===== config.mk =====
export PLATFORM = sky130hd
export DESIGN_NAME = ami_w
export DESIGN_NICKNAME = d
export VERILOG_FILES = /design/src/rtl/axi_pkg.sv /design/src/rtl/ami_w.sv
export SDC_FILE = /design/constraint.sdc
export NUM_CORES = 1
export LEC_CHECK = 0
export CORE_AREA = 8 8 167 169
export DETAILED_ROUTE_END_ITERATION = 6
export DIE_AREA = 0 0 175 177
export HOLD_SLACK_MARGIN = 0.05
export PLACE_DENSITY = 0.54
export SYNTH_ARGS = -nofsm -noshare
export SYNTH_HDL_FRONTEND = slang
export SYNTH_SLANG_ARGS = --single-unit

===== constraint.sdc =====
create_clock -name ACLK -period 3.3 [get_ports ACLK]
set_input_delay 0.825 -clock ACLK [delete_from_list [all_inputs] [get_ports ACLK]]
set_output_delay 0.825 -clock ACLK [all_outputs]
set_load 0.05 [all_outputs]

===== src/rtl/axi_pkg.sv =====
// Shared AXI4 definitions: burst/response codes, the ami_w FSM state enum and
// the 4KB-boundary check used when AMI_W_4KB_CHECK_EN is defined.
package axi_pkg;

   localparam logic [1:0] BURST_FIXED = 2'b00;
   localparam logic [1:0] BURST_INCR  = 2'b01;
   localparam logic [1:0] BURST_WRAP  = 2'b10;

   localparam logic [1:0] RESP_OKAY   = 2'b00;
   localparam logic [1:0] RESP_SLVERR = 2'b10;

   typedef enum logic [1:0] {IDLE, XFER, RESP, DRAIN} ami_w_state_e;

   // True when an INCR burst starting at addr_lo would run past the 4KB page.
   function automatic logic crosses_4kb(input logic [11:0] addr_lo,
                                        input logic [15:0] len,
                                        input logic [2:0]  size,
                                        input logic [1:0]  burst);
      logic [31:0] span;
      span = (32'(len) + 32'd1) << size;
      return (burst == BURST_INCR) && ((32'(addr_lo) + span) > 32'd4096);
   endfunction

endpackage


===== src/rtl/ami_w.sv =====
// User-to-AXI4 write master: one outstanding burst, W beats passed straight through.
// Optional macro AMI_W_4KB_CHECK_EN drains (and SLVERRs) INCR bursts crossing 4KB.
module ami_w
   import axi_pkg::*;
#(
   parameter int AXI_DW     = 128,
   parameter int AXI_AW     = 40,
   parameter int AXI_IW     = 8,
   parameter int AXI_LW     = 8,
   parameter int AXI_SW     = 3,
   parameter int AXI_BURSTW = 2,
   parameter int AXI_BRESPW = 2,
   parameter int AXI_WSTRBW = AXI_DW / 8
) (
   input  logic                  ACLK,
   input  logic                  ARESET,

   input  logic                  usr_cmd_valid,
   output logic                  usr_cmd_ready,
   input  logic [AXI_IW-1:0]     usr_cmd_id,
   input  logic [AXI_AW-1:0]     usr_cmd_addr,
   input  logic [AXI_LW-1:0]     usr_cmd_len,
   input  logic [AXI_SW-1:0]     usr_cmd_size,
   input  logic [AXI_BURSTW-1:0] usr_cmd_burst,

   input  logic [AXI_DW-1:0]     usr_wdata,
   input  logic [AXI_WSTRBW-1:0] usr_wstrb,
   input  logic                  usr_wvalid,
   output logic                  usr_wready,

   output logic                  usr_bvalid,
   output logic [AXI_IW-1:0]     usr_bid,
   output logic [AXI_BRESPW-1:0] usr_bresp,

   output logic [AXI_IW-1:0]     AWID,
   output logic [AXI_AW-1:0]     AWADDR,
   output logic [AXI_LW-1:0]     AWLEN,
   output logic [AXI_SW-1:0]     AWSIZE,
   output logic [AXI_BURSTW-1:0] AWBURST,
   output logic                  AWVALID,
   input  logic                  AWREADY,

   output logic [AXI_DW-1:0]     WDATA,
   output logic [AXI_WSTRBW-1:0] WSTRB,
   output logic                  WLAST,
   output logic                  WVALID,
   input  logic                  WREADY,

   input  logic [AXI_IW-1:0]     BID,
   input  logic [AXI_BRESPW-1:0] BRESP,
   input  logic                  BVALID,
   output logic                  BREADY
);

   ami_w_state_e          state, next_state;
   logic [AXI_IW-1:0]     id_q;
   logic [AXI_AW-1:0]     addr_q;
   logic [AXI_LW-1:0]     len_q;
   logic [AXI_SW-1:0]     size_q;
   logic [AXI_BURSTW-1:0] burst_q;
   logic [AXI_LW-1:0]     beat_cnt;
   logic                  aw_done, w_done;
   logic                  cmd_accept, cmd_illegal, last_beat;

   assign usr_cmd_ready = (state == IDLE) && !ARESET;
   assign cmd_accept    = usr_cmd_valid && usr_cmd_ready;
   assign last_beat     = (beat_cnt == len_q);

`ifdef AMI_W_4KB_CHECK_EN
   assign cmd_illegal = crosses_4kb(usr_cmd_addr[11:0], 16'(usr_cmd_len),
                                    3'(usr_cmd_size), 2'(usr_cmd_burst));
`else
   assign cmd_illegal = 1'b0;
`endif

   assign AWID    = id_q;
   assign AWADDR  = addr_q;
   assign AWLEN   = len_q;
   assign AWSIZE  = size_q;
   assign AWBURST = burst_q;
   assign WDATA   = usr_wdata;
   assign WSTRB   = usr_wstrb;

   // NOTE: sequential state uses non-blocking (<=) so every flop samples pre-edge values.
   always_ff @(posedge ACLK or posedge ARESET) begin
      if (ARESET) state <= IDLE;
      else        state <= next_state;
   end

   // NOTE: every output of this block gets a default first, so no path infers a latch.
   always_comb begin
      next_state = state;
      WVALID     = 1'b0;
      WLAST      = 1'b0;
      usr_wready = 1'b0;
      BREADY     = 1'b0;
      case (state)
         IDLE:  if (cmd_accept) next_state = cmd_illegal ? DRAIN : XFER;
         XFER: begin
            if (!w_done) begin
               WVALID     = usr_wvalid;
               usr_wready = WREADY;
               WLAST      = last_beat;
            end
            if (aw_done && w_done) next_state = RESP;
         end
         RESP: begin
            BREADY = 1'b1;
            if (BVALID) next_state = IDLE;
         end
         DRAIN: begin
            usr_wready = 1'b1;
            if (usr_wvalid && last_beat) next_state = IDLE;
         end
         default: next_state = IDLE;
      endcase
   end

   always_ff @(posedge ACLK or posedge ARESET) begin
      if (ARESET) begin
         id_q       <= '0;
         addr_q     <= '0;
         len_q      <= '0;
         size_q     <= '0;
         burst_q    <= '0;
         beat_cnt   <= '0;
         aw_done    <= 1'b0;
         w_done     <= 1'b0;
         AWVALID    <= 1'b0;
         usr_bvalid <= 1'b0;
         usr_bid    <= '0;
         usr_bresp  <= '0;
      end else begin
         usr_bvalid <= 1'b0;
         if (cmd_accept) begin
            id_q     <= usr_cmd_id;
            addr_q   <= usr_cmd_addr;
            len_q    <= usr_cmd_len;
            size_q   <= usr_cmd_size;
            burst_q  <= usr_cmd_burst;
            beat_cnt <= '0;
            aw_done  <= 1'b0;
            w_done   <= 1'b0;
            AWVALID  <= !cmd_illegal;
         end
         if (AWVALID && AWREADY) begin
            AWVALID <= 1'b0;
            aw_done <= 1'b1;
         end
         if (WVALID && WREADY) begin
            beat_cnt <= beat_cnt + AXI_LW'(1);
            if (WLAST) w_done <= 1'b1;
         end
         if (state == RESP && BVALID) begin
            usr_bvalid <= 1'b1;
            usr_bid    <= BID;
            usr_bresp  <= (BID != id_q) ? AXI_BRESPW'(RESP_SLVERR) : BRESP;
         end
         // An illegal burst still consumes all of its user beats before answering.
         if (state == DRAIN && usr_wvalid) begin
            beat_cnt <= beat_cnt + AXI_LW'(1);
            if (last_beat) begin
               usr_bvalid <= 1'b1;
               usr_bid    <= id_q;
               usr_bresp  <= AXI_BRESPW'(RESP_SLVERR);
            end
         end
      end
   end

endmodule


==> flow_summary.json <==
{
  "outcome": "complete, no violations",
  "cts_tree": "done",
  "synth_top_area_cell": "dfrtp_1",
  "fmax_mhz": 350,
  "synth_simple_gate_area_share_pct": 19.0,
  "numPortBuffers": 155,
  "grt_use_total_pct": 9.00,
  "min_path_type": "register to register",
  "yosysSeqAreaShare_pct": 44.3,
  "wirelength_mm": 14.1,
  "yosys.cell_count.top_type": "nand2_1",
  "routedWlPerCell_um": 16.1,
  "cp_max_fo": 5,
  "yosysWarnings": 0,
  "drc": 0,
  "ys_types": 39,
  "n_antenna_cell": 0,
  "timing.critical_path.max_delay_family": "simple AND/OR/NAND/NOR gates",
  "dieArea_um2": 31000,
  "finalCriticalPeriod_ns": 2.86,
  "critical_path_arrival_ns": 2.03,
  "internal_power_mw": 3.34,
  "post-route-util_pct": 23.6,
  "synthArstFlopShare_pct": 100,
  "cpPeakStageDelay_ns": 0.44,
  "rows": 59,
  "layout.nets": 761,
  "synth_xor_area_share_pct": 3.10,
  "first_global_vias": 3584,
  "synthCells": 527,
  "dr.pass1.iters": 4,
  "timing.final.crit_share_pct": 86.5,
  "cts.root.buffer_cell": "clkbuf_16",
  "grt_pass1_wl_mm": 21.5,
  "total_power_mw": 6.32,
  "start_util_pct": 18.8,
  "final_cells": 877,
  "cts_buffers": 9,
  "endpoint_kind": "output pin",
  "synthAdderAreaFrac_pct": 0.261,
  "p_switching_mw": 2.98,
  "clk_latency_ns": 0.34,
  "reg2reg_setup_slack_ns": 1.51,
  "synth_common_cells": "192 x nand2_1, 146 x buf_4, 85 x dfrtp_1, 10 x buf_2, 10 x mux2_2",
  "power_frac_clock_pct": 17.6,
  "seqPwrFrac_pct": 28.9,
  "synth_edf_count": 0,
  "slew_viol_final": 0,
  "fp.coreArea_um2": 25500,
  "ant_nets": 0,
  "ys_ff_latch": 85,
  "drt_iter0_markers": 140,
  "max_slew_margin_pct": 60.0,
  "grt_overflow": 0,
  "power.leakage_nw": 2.72,
  "hpwlAfterDp_mm": 10.6,
  "cts_hold_buf": 0,
  "ys.flop_type": "dfrtp_1",
  "dp_cells": 862,
  "cts.path.max_buffers": 2,
  "synth_fp_nets": 750,
  "ios": 444,
  "path_clk_slew_ns": 0.07,
  "drive_gt1_share_pct": 9.23,
  "p_sw_share_pct": 47.1,
  "cap_violations": 0,
  "syn_area_um2": 4800,
  "synth_top_cell_area_share_pct": 44.3,
  "cellPowerDensity_nw_per_um2": 1050,
  "antenna_found_initial": 1,
  "cts_sinks": 85,
  "rsz0062_at_grt": "false",
  "die_height_um": 177,
  "finClkSkew_ns": 0.00566,
  "synth_top_family_by_area": "buffers and inverters",
  "critPathKind": "register to output pin",
  "finalHoldViolations": 0,
  "gp_congestion": 0.755,
  "route.vias.total": 3250,
  "h-tree-depth": 3,
  "power_frac_comb_pct": 53.5,
  "ir_worst_vdd_uv": 400,
  "synthToLayoutAreaGrowth_pct": 25.0,
  "setup_tns_ns": 0,
  "cp.required_ns": 2.47,
  "worst_setup_path_start_kind": "register",
  "grt_max_degree": 68,
  "die_w_um": 175,
  "syn_avg_cell_area_um2": 9.10,
  "crit_chain": "xnor2_1 > nand4_1 > nor2_1 > and3_1 > dlymetal6s2s_1",
  "worst-slew-pin-transition_ns": 0.598,
  "crit_path_top_delay_cell": "dfrtp_1",
  "via_per_inst": 3.71,
  "synth_compound_area_share_pct": 2.74,
  "synth_area_leaders": "dfrtp_1 44%, buf_4 23%, nand2_1 15%",
  "muxShareOfSynthArea_pct": 5.61,
  "path_buf_inv": 1,
  "setup_viol": 0
}
## path summary, 6_finish.rpt
kind	start	endpoint	cells past startpoint
max	beat_cnt[2]$_DFFE_PP0P_	WLAST	5
min	AWADDR[20]$_DFFE_PP0P_	AWADDR[20]$_DFFE_PP0P_	2
max reg2reg	beat_cnt[2]$_DFFE_PP0P_	usr_bid[7]$_DFF_PP0_	5
min reg2reg	AWADDR[20]$_DFFE_PP0P_	AWADDR[20]$_DFFE_PP0P_	2
max in group asynchronous	ARESET	AWADDR[7]$_DFFE_PP0P_	3
min in group asynchronous	ARESET	aw_done$_DFFE_PP0P_	2
## cells in the final DEF, fill, tap and decap left out, types with 5 or more instances in the layout
cell type and n:
nand2_1 191, xor2_1 8, clkdlybuf4s50_1 151, dfrtp_1 85, nor2_1 7, nand4_1 5
buf_4 5, xnor2_1 9, mux2_2 10, clkbuf_16 9, mux2_4 7
## per-layer routing
| layer | GRT usage, % | share of wire, % | vias up | wire, um |
|---|---|---|---|---|
| met4 | 6.00 | 4.4 | 0 | 618 |
| met2 | 13.9 | 46 | 184 | 6520 |
| li1 | - | - | 1522 | - |
| met5 | 0 | 0 | - | 0 |
| met3 | 4.05 | 9.2 | 60 | 1300 |
| met1 | 9.86 | 40 | 1484 | 5670 |
## logic make-up after synthesis
| group | Yosys count |
|---|---|
| AOI/OAI and AO/OA | 15 |
| xor gates and xnor gates | 17 |
| adders and majority gates | 1 |
| buffers and inverters | 166 |
| DFF | 85 |
| muxes | 22 |
| and+or+nand+nor | 221 |
## power groups by stage
| stage | Combinational [mW] | Sequential (mW) | Clock [mW] |
|---|---|---|---|
| final | 3.38 | 1.83 | 1.12 |
| after global routing | 3.57 | 1.90 | 1.21 |
| after CTS | 3.43 | 1.84 | 1.17 |
| after detailed placement | 3.42 | 1.85 | 0 |
| after global placement | 3.42 | 1.83 | 0 |
| after floorplan | 1.25 | 3.21 | 0 |
## timing repair
item,in CTS,in global routing
buffers inserted,0,0
resized for setup,0,1
endpoints found under the setup margin,0,1
hold endpoints to repair,0,0
## stage by stage
stage | cell area [um2] | hold slack (ns) | setup WS [ns]
after global placement | 5680 | 0.457 | 0.470
after floorplan | 4800 | 0.465 | 0.282
after CTS | 6000 | 0.478 | 0.0327
after global routing | 6000 | 0.494 | 0.302
after detailed placement | 5680 | 0.461 | 0.423
final | 6000 | 0.470 | 0.445
## state kept, by name (all words and copies together), names as in the netlist
register    flops
AWID            8
beat_cnt        8
AWVALID         1
AWLEN           8
usr_bvalid      1
usr_bid         8
AWBURST         2
state           2
usr_bresp       2
AWADDR         40
w_done          1
AWSIZE          3
aw_done         1
## worst min-delay path, cell delays in order, from the launching register on
cell and delay (ns):
dfrtp_1 0.34, nand2_1 0.05, nand2_1 0.05
## final cells by class
class	instances	area (um2)
fill	2763	19500
sequential	85	2130
timing repair buffer	161	1640
multi-input combinational	276	1480
tap	335	419
clock buffer	10	229
clock inverter	5	85.1
inverter	5	21.3
(Power assumes the default switching activity.)
